===== config.mk =====
export PLATFORM = sky130hd
export DESIGN_NAME = bus_transfer_reader
export DESIGN_NICKNAME = d
export VERILOG_FILES = /design/src/rtl/bus_transfer_reader.sv
export SDC_FILE = /design/constraint.sdc
export NUM_CORES = 1
export LEC_CHECK = 0
export ABC_AREA = 1
export CAP_MARGIN = 20
export CORE_ASPECT_RATIO = 1.25
export CORE_UTILIZATION = 40
export DETAILED_ROUTE_END_ITERATION = 7
export GPL_TIMING_DRIVEN = 0
export PLACE_DENSITY = 0.82
export SLEW_MARGIN = 25
export SYNTH_ARGS = -nofsm -noshare
export SYNTH_HDL_FRONTEND = slang
export SYNTH_SLANG_ARGS = --single-unit
export TNS_END_PERCENT = 50

===== constraint.sdc =====
create_clock -name clock -period 3.6 [get_ports clock]
set_input_delay 0.72 -clock clock [delete_from_list [all_inputs] [get_ports clock]]
set_output_delay 0.72 -clock clock [all_outputs]
set_load 0.01 [all_outputs]

===== src/rtl/bus_transfer_reader.sv =====
// rtl/bus_transfer_reader.sv - register-to-register bus transfer sequencer
module bus_transfer_reader #(
    parameter int DATA_WIDTH = 8,
    parameter int NUM_REGS   = 8,
    parameter int SEL_W      = 3
) (
    input  logic                           clock,
    input  logic                           clear,
    input  logic                           req_valid,
    output logic                           req_ready,
    input  logic [SEL_W-1:0]               req_src,
    input  logic [SEL_W-1:0]               req_dst,
    input  logic [NUM_REGS*DATA_WIDTH-1:0] src_data,
    output logic [DATA_WIDTH-1:0]          BusMuxOut,
    output logic [NUM_REGS-1:0]            reg_enable,
    output logic                           done,
    output logic                           err,
    output logic [7:0]                     xfer_count
);

    typedef enum logic [1:0] {
        S_IDLE   = 2'd0,
        S_SELECT = 2'd1,
        S_WRITE  = 2'd2,
        S_DONE   = 2'd3
    } state_t;

    localparam logic [SEL_W:0] LIMIT = (SEL_W + 1)'(NUM_REGS);

    state_t                  state;
    state_t                  state_nxt;
    logic [SEL_W-1:0]        src_q;
    logic [SEL_W-1:0]        dst_q;
    logic                    bad_q;
    logic                    req_bad;
    logic [DATA_WIDTH-1:0]   sel_data;

    // An index outside the register file turns the request into an error transfer
    assign req_bad = ({1'b0, req_src} >= LIMIT) || ({1'b0, req_dst} >= LIMIT);

    always_comb begin
        sel_data = '0;
        for (int i = 0; i < NUM_REGS; i++) begin
            if (src_q == SEL_W'(i)) begin
                sel_data = src_data[i*DATA_WIDTH +: DATA_WIDTH];
            end
        end
    end

    always_ff @(posedge clock or negedge clear) begin
        if (!clear) begin
            state      <= S_IDLE;
            src_q      <= '0;
            dst_q      <= '0;
            bad_q      <= 1'b0;
            BusMuxOut  <= '0;
            xfer_count <= '0;
        end else begin
            state <= state_nxt;
            if (state == S_IDLE && req_valid) begin
                src_q <= req_src;
                dst_q <= req_dst;
                bad_q <= req_bad;
            end
            if (state == S_SELECT && !bad_q) begin
                BusMuxOut <= sel_data;
            end
            if (state == S_DONE && !bad_q) begin
                xfer_count <= xfer_count + 8'd1;
            end
        end
    end

    always_comb begin
        state_nxt  = state;
        req_ready  = 1'b0;
        done       = 1'b0;
        err        = 1'b0;
        reg_enable = '0;
        case (state)
            S_IDLE: begin
                req_ready = 1'b1;
                if (req_valid) begin
                    state_nxt = S_SELECT;
                end
            end
            S_SELECT: begin
                state_nxt = bad_q ? S_DONE : S_WRITE;
            end
            S_WRITE: begin
                for (int i = 0; i < NUM_REGS; i++) begin
                    reg_enable[i] = (dst_q == SEL_W'(i));
                end
                state_nxt = S_DONE;
            end
            S_DONE: begin
                done      = 1'b1;
                err       = bad_q;
                state_nxt = S_IDLE;
            end
            default: begin
                state_nxt = S_IDLE;
            end
        endcase
    end

endmodule

==> run metrics <==
routed length on met2=2340 um; Lkg Pwr=1.28 nW; die width=60.1 um; Post-CTS Setup Repair Bufs=0; min Tclk post-route=2.51 ns; site row count=26; Die Height=74.6 um; unrepaired setup endpoints after global routing=false; Setup crit end kind=output pin; fin crit share=0.697; Synth Area in Simple Gates=0.380; post-layout util=0.686; switching pwr=0.761 mW; top sig layer=met4; crit path kind=reg2out; Internal=1.02 mW; Max clock buf depth=2; ys async rst share=1.00; post-route setup slack=1.09 ns; multiplexer area fraction after synthesis=0.00667; H-tree depth=1; Cell Chain, Critical Path=inv_1 > ha_1 > nand2_1 > nor2_1 > clkdlybuf4s50_1; DR vias=1877; Most used DFF post-synth=dfrtp_1; Die ar.=4480 sq um; GPL Wtd Cong=0.863; # IOs=100; initial antenna violation count=0; sequential area share after synthesis=0.356; top cells by count, synth=56 x nand2_1, 42 x nor2_1, 29 x inv_1; actual slew at the worst max-slew pin=0.544 ns; clk root buf=clkbuf_8; largest cells by area after synthesis=dfrtp_1 36%, nand2_1 12%, nor2_1 9.3%; vias per inst=4.70; CTS tree=yes; hpwl dp=3970 um; Buffers on Ports=98; Mapped Cells=241; Pins Over Slew Limit=0; Final Setup Violations=0; Cell Pwr Density=637 nW/um^2; vias in the first global route=1707; clock-pin slew on the worst setup and hold paths=0.08 ns; top-count cell post-synth=nand2_1; share of post-route cells with drive strength above 1=0.0583; Setup TNS Final=0 ns; Post-synth EDFFs=0; area leader, netlist=dfrtp_1; synth unique cells=19; first-pass GRT wire length=7330 um; Post-Synth Adder-Cell Area=0.0371; Comb power frac=0.622; post-route ant nets=0; Skew-Pair Late Insertion Delay=0.26 ns; Syn. warnings=0; Hold Vio Cnt, Final=0; Final nets=422; area grow syn2layout=65.2%; Max Freq=398 MHz; CP Launch Type=flip-flop; CP Buf/Inv Count=2; largest net degree at the start of global routing=25; Compound-Gate Fraction of Synth Area=0.0712; Yosys top cell area share=0.356; #FFs+latches synth=24; post-CTS sizing=0; antenna cells=0; DR iter-0 viols=106; MaxCap Viol Count=0; VDD IR-drop max=0.444 mV; status=finished clean; drt pass-1 iters=5; WL/cell=12.1 um; Max-Slew Margin vs Limit=0.635; combinational family with the most area after synthesis=simple AND/OR/NAND/NOR gates; Post-Syn Area=1690 sq um; slowest stage cell, crit path=clkdlybuf4s50_1; Initial Util=0.415; DRC=0; WL met1=1900 um; Fill cells=360; DR WL met3=494 um; Core Region=4070 sq um; syn_nets=319; clock power share=0.098; total wire length=4810 um; CTS Buf Count=3; largest fanout on the critical path=4; worst stage delay on the critical path=0.56 ns; sequential power share=0.280; cts-stage hold buffer count=0; clock skew=0.00666 ns; XOR/XNOR Fraction of Synth Area=0.0363; switching part of the total=0.428; CTS sink cnt=24; worst endpoint data arrival time=1.79 ns; pre-CTS setup slack=1.38 ns; syn avg cell area=7.00 sq um; GR Overflow Total=0; Worst path top cell family by delay=buffers and inverters; WP data required=2.88 ns; Hold Path Class=in2async; GRT Util Overall=0.214
-- cell usage in the layout, fill, tap and decap left out, drive strengths merged --
cell type      Yosys  final
nor2              42     42
buf                6      7
conb               1      1
dfrtp             24     24
xor2               5      5
inv               31     31
a21oi             24     24
clkbuf             2      6
nor3               5      5
xnor2              2      2
ha                 5      5
mux2               1      1
nand4             21     21
nand3             16     16
clkdlybuf4s50      0     97
nand2             56     56
-- per-layer routing --
layer | vias to the layer above | global-route usage
li1 | 981 | -
met1 | 813 | 0.240
met2 | 75 | 0.389
met3 | 8 | 0.0584
met4 | 0 | 0.0646
met5 | - | 0
-- cells by family after synthesis --
logic type      after synthesis
simple gates                140
buf+inv                      39
compound gates               24
flops                        24
xor+xnor                      7
fa+ha+maj                     5
other cells                   1
mux                           1
-- layout make-up --
type / count / area (sq um) / share of cell area
Timing Repair Buffer: 98 / 976 / 0.350
Buffer: 8 / 71.3 / 0.0256
Clock buffer: 4 / 55.1 / 0.0197
Sequential cell: 24 / 601 / 0.215
Inverter: 31 / 116 / 0.0417
Tap cell: 56 / 70.1 / 0.0251
Multi-Input combinational cell: 178 / 900 / 0.323
-- path summary, 6_finish.rpt --
kind | start | to | slack, ns | cells after the start
setup / recovery | state[0]$_DFFE_PN0P_ | reg_enable[5] | 1.09 | 5
hold / removal | clear | state[0]$_DFFE_PN0P_ | 0.43 | 1
setup reg to reg | src_q[1]$_DFFE_PN0P_ | BusMuxOut[1]$_DFFE_PN0N_ | 1.95 | 8
hold reg to reg | xfer_count[7]$_DFFE_PN0P_ | xfer_count[7]$_DFFE_PN0P_ | 0.48 | 1
max in group asynchronous | clear | BusMuxOut[5]$_DFFE_PN0N_ | 2.83 | 1
min in group clock | xfer_count[7]$_DFFE_PN0P_ | xfer_count[7]$_DFFE_PN0P_ | 0.48 | 1
-- sequential cells by signal (all words and copies together), names as in the netlist --
name        count
xfer_count      8
dst_q           3
BusMuxOut       8
src_q           3
state           2
-- metrics by stage --
step	total power [mW]	hold slack (ns)	std cells	cell area, sq um
floorplan	1.17	0.424	241	1690
CTS	1.80	0.482	399	2790
finish	1.78	0.425	399	2790
detailed placement	1.61	0.471	395	2740
global route	1.96	0.466	399	2790
global placement	1.59	0.462	395	2740
-- power by group through the flow --
| stage | Combinational (mW) | Sequential (mW) | Clock [mW] |
|---|---|---|---|
| detailed placement | 1.11 | 0.503 | 0 |
| global placement | 1.09 | 0.499 | 0 |
| global route | 1.25 | 0.517 | 0.190 |
| floorplan | 0.650 | 0.524 | 0 |
| CTS | 1.12 | 0.499 | 0.181 |
| finish | 1.11 | 0.497 | 0.175 |
Power figures use the tool's default switching activity.
